[src/rtl/gpu_pkg.sv]
// gpu_pkg: shared widths, triangle word counts and fetch FSM states
package gpu_pkg;
  localparam int DEF_ADDR_WIDTH = 32;
  localparam int DEF_COORD_WIDTH = 16;
  localparam int DEF_COLOR_WIDTH = 16;
  localparam int VERTEX_COUNT = 3;
  localparam int COORD_COUNT = 3;
  localparam int TRI_WORDS = 10;
  localparam int K_WIDTH = $clog2(TRI_WORDS);
  typedef enum logic [1:0] {IDLE, REQ, WAIT} fetch_state_t;
endpackage

[src/rtl/data_fetch_addr_gen.sv]
// data_fetch_addr_gen: read address for word k; vertex words stride from base, last word is color
module data_fetch_addr_gen
  import gpu_pkg::*;
#(
  parameter int ADDR_WIDTH = DEF_ADDR_WIDTH,
  parameter int COORD_WIDTH = DEF_COORD_WIDTH
) (
  input  logic [ADDR_WIDTH-1:0] base_vertex,
  input  logic [ADDR_WIDTH-1:0] base_color,
  input  logic [K_WIDTH-1:0]    k,
  output logic [ADDR_WIDTH-1:0] addr
);
  localparam int BYTES = COORD_WIDTH / 8;
  // sum is truncated to ADDR_WIDTH, so wrap past all-ones is silent
  always_comb addr = (k == K_WIDTH'(TRI_WORDS - 1)) ? base_color
                   : base_vertex + ADDR_WIDTH'(k) * ADDR_WIDTH'(BYTES);
endmodule

[src/rtl/data_fetch.sv]
// data_fetch: fetches 9 coordinate words and 1 color word per fetch_start; DATA_FETCH_STALL_CNT_EN adds stall_cycles
module data_fetch
  import gpu_pkg::*;
#(
  parameter int ADDR_WIDTH = DEF_ADDR_WIDTH,
  parameter int COORD_WIDTH = DEF_COORD_WIDTH,
  parameter int COLOR_WIDTH = DEF_COLOR_WIDTH
) (
  input  logic                   clk,
  input  logic                   reset,
  input  logic                   fetch_start,
  input  logic [ADDR_WIDTH-1:0]  curr_addr_vertex,
  input  logic [ADDR_WIDTH-1:0]  curr_addr_color,
  output logic [COORD_WIDTH-1:0] fetch_vertexes [VERTEX_COUNT][COORD_COUNT],
  output logic [COLOR_WIDTH-1:0] fetch_color,
  output logic                   fetch_eoc,
  output logic [ADDR_WIDTH-1:0]  mem_address,
  output logic                   mem_read,
  input  logic                   mem_waitrequest,
  input  logic [COORD_WIDTH-1:0] mem_readdata,
  input  logic                   mem_readdatavalid
`ifdef DATA_FETCH_STALL_CNT_EN
  ,
  output logic [31:0]            stall_cycles
`endif
);
  fetch_state_t          state;
  logic [K_WIDTH-1:0]    k;
  logic [ADDR_WIDTH-1:0] base_vertex;
  logic [ADDR_WIDTH-1:0] base_color;

  data_fetch_addr_gen #(.ADDR_WIDTH(ADDR_WIDTH), .COORD_WIDTH(COORD_WIDTH)) u_addr_gen (
    .base_vertex(base_vertex),
    .base_color(base_color),
    .k(k),
    .addr(mem_address)
  );

  always_ff @(posedge clk or posedge reset) begin
    if (reset) begin
      state <= IDLE;
      k <= '0;
      mem_read <= 1'b0;
      base_vertex <= '0;
      base_color <= '0;
      fetch_color <= '0;
      fetch_eoc <= 1'b1;
      for (int v = 0; v < VERTEX_COUNT; v++)
        for (int c = 0; c < COORD_COUNT; c++)
          fetch_vertexes[v][c] <= '0;
    end else begin
      case (state)
        IDLE: if (fetch_start) begin
          base_vertex <= curr_addr_vertex;
          base_color <= curr_addr_color;
          k <= '0;
          mem_read <= 1'b1;
          fetch_eoc <= 1'b0;
          state <= REQ;
        end
        REQ: if (!mem_waitrequest) begin
          mem_read <= 1'b0;
          state <= WAIT;
        end
        WAIT: if (mem_readdatavalid) begin
          for (int v = 0; v < VERTEX_COUNT; v++)
            for (int c = 0; c < COORD_COUNT; c++)
              if (k == K_WIDTH'(v * COORD_COUNT + c)) fetch_vertexes[v][c] <= mem_readdata;
          if (k == K_WIDTH'(TRI_WORDS - 1)) begin
            fetch_color <= mem_readdata[COLOR_WIDTH-1:0];
            fetch_eoc <= 1'b1;
            state <= IDLE;
          end else begin
            k <= k + 1'b1;
            mem_read <= 1'b1;
            state <= REQ;
          end
        end
        default: state <= IDLE;
      endcase
    end
  end

`ifdef DATA_FETCH_STALL_CNT_EN
  always_ff @(posedge clk or posedge reset) begin
    if (reset) stall_cycles <= '0;
    else if (state == IDLE && fetch_start) stall_cycles <= '0;
    else if (((state == REQ && mem_waitrequest) || (state == WAIT && !mem_readdatavalid)) && stall_cycles != '1)
      stall_cycles <= stall_cycles + 1'b1;
  end
`endif
endmodule

[config.mk]
export PLATFORM = sky130hd
export DESIGN_NAME = data_fetch
export DESIGN_NICKNAME = d
export VERILOG_FILES = /design/src/rtl/gpu_pkg.sv /design/src/rtl/data_fetch_addr_gen.sv /design/src/rtl/data_fetch.sv
export SDC_FILE = /design/constraint.sdc
export NUM_CORES = 1
export LEC_CHECK = 0
export ABC_AREA = 1
export CORE_MARGIN = 2
export CORE_UTILIZATION = 50
export CTS_BUF_LIST = sky130_fd_sc_hd__clkbuf_8
export DETAILED_ROUTE_END_ITERATION = 16
export PLACE_DENSITY = 0.89
export SLEW_MARGIN = 20
export SYNTH_ARGS = -nofsm -noshare
export SYNTH_HDL_FRONTEND = slang
export SYNTH_SLANG_ARGS = --single-unit
export TNS_END_PERCENT = 20
[constraint.sdc]
create_clock -name clk -period 10.1 [get_ports clk]
set_input_delay 2.02 -clock clk [delete_from_list [all_inputs] [get_ports clk]]
set_output_delay 2.02 -clock clk [all_outputs]
set_load 0.005 [all_outputs]
==> run_results.csv <==
group,metric,value,unit
synthesis,syn-instance-count,1180,
final_layout,fin_area,13600,µm²
power_and_ir_drop,seq_power_share,42.4,%
synthesis,synth_top_family_by_area,"simple AND/OR/NAND/NOR gates",
final_layout,final_nets,1549,
cts,numCtsBuffers,40,
synthesis,synth_compound_area_share,10.0,%
sta,slew_headroom,28.4,%
worst_setup_path,path_class,"reg -> out",
worst_setup_path,rr_startpoint,"k[1]$_DFFE_PP0P_",
synthesis,synthAdderAreaFrac,1.21,%
cts,clk_path_buf_depth,3,
routing,routed_wl,33400,µm
sta,rsz0062_at_grt,"false",
sta,setup_viol,0,
power_and_ir_drop,p_sw,1.08,mW
placement,place_congestion,0.884,
worst_setup_path,worstPathRequired,8.08,ns
final_layout,drive_gt1_share,5.61,%
synthesis,synth.net_count,1274,
worst_setup_path,r2r-end,"k[2]$_DFFE_PP0P_",
power_and_ir_drop,switching_share,34.1,%
routing,wl_per_cell,19.1,µm
cts,htree_levels,2,
synthesis,synth_edf_count,0,
synthesis,yosysMostFrequentCell,"nand2_1",
min_path,hp-class,"reg -> reg",
worst_setup_path,crit_end,"mem_address[17]",
placement,hpwl,22600,µm
die,row_count,51,
power_and_ir_drop,vdd_drop_max,0.194,mV
routing,drt_iter0_markers,613,
grt,grt_pass1_wl,52800,µm
synthesis,ys_top_cells_by_area,"dfrtp_1 (58%), nand2_1 (19%), o21ai_0 (7.8%), inv_1 (2.3%), nor2_1 (2.0%)",
synthesis,synth_seq_cells,232,
cts,cts.sinks,232,
final_layout,multi_input_area,3660,µm²
routing,final_antenna_net_count,0,
sta,finClkSkew,0.0464,ns
cts,holdBufCountCts,0,
synthesis,syn_area,9950,µm²
grt,antenna_found_initial,2,
sta,drv_slew,0,
sta,hold_ws,0.467,ns
sta,finalHoldViolations,0,
placement,io_buffer_count,278,
sta,max_slew.worst_pin.slew,1.07,ns
die,io_pins,279,
routing,firstDrtPassIters,7,
worst_setup_path,cp-startpoint,"k[0]$_DFFE_PP0P_",
final_layout,syn2layout_area_growth,37.1,%
final_layout,seqCellArea,5810,µm²
worst_setup_path,arrival,3.27,ns
synthesis,synth-simple-area-share,25.0,%
routing,viasPerCell,5.38,
die,dieArea,21000,µm²
worst_setup_path,end_kind,"output port",
power_and_ir_drop,power_frac_clock,26.3,%
sta,setup_tns,0,ns
grt,grt_pass1_vias,9537,
die,coreArea,19500,µm²
worst_setup_path,setup.worst_path.start_class,"register",
synthesis,synth_ff_type,"dfrtp_1",
worst_setup_path,critPathMaxFanout,4,
final_layout,nFillCells,1458,
die,start_util,51.1,%
synthesis,synth_warnings,0,
synthesis,ys_seq_area_share,58.4,%
cts,cts.repair.resized,0,
synthesis,synthXorXnorAreaFrac,0.528,%
placement,place_area,12900,µm²
status,outcome,"complete, no violations",
routing,drc,0,
grt,grt-ovfl-total,0,
power_and_ir_drop,power_density,233,nW/µm²
sta,fin_crit,5.29,ns
synthesis,yosysUniqueCellTypes,30,
synthesis,synthTopCellsByCount,"nand2_1 (501), dfrtp_1 (231), o21ai_0 (156), inv_1 (61), nor2_1 (54)",
grt,grt_max_degree,89,
synthesis,async_flop_share,100,%
cts,clkTransAtPathRegs,0.06,ns
worst_setup_path,reg2regPathDepth,10,
routing,vias,9405,
die,die_x,145,µm
cts,tritoncts,"yes",
synthesis,synth_top_cell_by_area,"dfrtp_1",
synthesis,muxShareOfSynthArea,0,%
sta,finalCritPeriodShare,52.4,%
sta,max_freq,0.189,GHz
power_and_ir_drop,p_int,2.09,mW
cts,cts-root-buf,"clkbuf_8",
synthesis,yosysTopAreaCellShare,58.1,%
synthesis,syn_area_per_cell,8.43,µm²
cts,clock_latency,0.58,ns
worst_setup_path,r2r_slack,7.45,ns
grt,track_usage,31.8,%
power_and_ir_drop,combPwrFrac,31.3,%
power_and_ir_drop,p_leak,6.37,nW
cts,cts_setup_buffers,0,
die,die_h,145,µm
flow_run,cap_violations,0,
routing by layer:
metal  GRT usage, %  routed length (µm)
met1           38.9               12800
met2           51.0               15800
met3           11.1                3450
met4           14.4                1390
met5              0                   0
power groups by stage:
| stage | clock network (mW) | registers, mW | logic, mW |
|---|---|---|---|
| CTS | 0.844 | 1.34 | 0.993 |
| global route | 0.890 | 1.37 | 1.09 |
| global placement | 0 | 1.34 | 0.947 |
| detailed placement | 0 | 1.35 | 0.976 |
| floorplan | 0 | 1.31 | 0.450 |
| finish | 0.835 | 1.35 | 0.992 |
final cells by class:
class	instances	share of cell area (%)
Inverter	64	1.82
Clock inverter	18	0.716
Multi-Input combinational cell	835	26.8
Clock buffer	49	4.95
Sequential cell	232	42.6
Antenna cell	2	0.0367
Timing Repair Buffer	282	20.6
Tap cell	265	2.43
sequential cells by signal, indices dropped and copies added, names as in the netlist:
register	flops
fetch_vertexes	144
base_color	32
mem_read	1
k	4
base_vertex	32
fetch_color	16
state	2
fetch_eoc	1
worst min-delay path by stage:
stage                                    start                          to  slack [ns]  cells past startpoint
global placement         fetch_eoc$_DFFE_PP1P_       fetch_eoc$_DFFE_PP1P_        0.46                      2
CTS                      fetch_eoc$_DFFE_PP1P_       fetch_eoc$_DFFE_PP1P_        0.47                      2
global route        base_color[20]$_DFFE_PP0P_  base_color[20]$_DFFE_PP0P_        0.50                      2
finish                   fetch_eoc$_DFFE_PP1P_       fetch_eoc$_DFFE_PP1P_        0.47                      2
floorplan            base_color[0]$_DFFE_PP0P_   base_color[0]$_DFFE_PP0P_        0.45                      2
detailed placement       fetch_eoc$_DFFE_PP1P_       fetch_eoc$_DFFE_PP1P_        0.46                      2
per-stage QoR:
stage                     power (mW)  utilization, %  std cells  setup slack [ns]
after floorplan                 1.76               -       1180              1.72
final                           3.17            70.0       1747              4.81
after detailed placement        2.32            66.1       1678              5.37
after global placement          2.29            66.1       1678              5.47
after global routing            3.35            70.0       1747              4.58
after CTS                       3.18            70.0       1745              4.77
cells in the final DEF, fill, tap and decap left out, types with 2 or more instances in the layout:
cell type / netlist / layout
nand2_1: 501 / 501
clkdlybuf4s50_1: 0 / 278
dfrtp_1: 231 / 231
o21ai_0: 156 / 156
inv_1: 61 / 74
nor2_1: 54 / 54
clkbuf_8: 0 / 49
nand3_1: 36 / 36
o21ai_1: 34 / 34
ha_1: 8 / 8
nor2_2: 7 / 7
nand2_2: 6 / 6
nand4_1: 5 / 5
a21oi_1: 4 / 4
xor2_1: 4 / 4
buf_4: 4 / 4
inv_2: 3 / 3
nor2_4: 3 / 3
a31oi_1: 3 / 3
or2_2: 3 / 3
diode_2: 0 / 2
or2_1: 2 / 2
nand3b_1: 2 / 2
xnor2_1: 2 / 2
logic make-up after synthesis:
family	after synthesis
buffers and inverters	113
DFF	232
AOI/OAI and AO/OA	198
xor gates and xnor gates	6
and+or+nand+nor	622
adders and majority gates	9
worst max-delay path, stage by stage (launching register included):
cell and delay [ns]:
dfrtp_1 0.40, ha_1 0.24, inv_1 0.07, fa_1 0.37
inv_1 0.09, nand2_1 0.08, nand2_1 0.09, nand2_1 0.12
nor2_1 0.29, nand3_1 0.17, nand2_1 0.09, nand2_1 0.05
o21ai_0 0.17, clkdlybuf4s50_1 0.52
No activity file was read; power rests on OpenSTA's default activity.
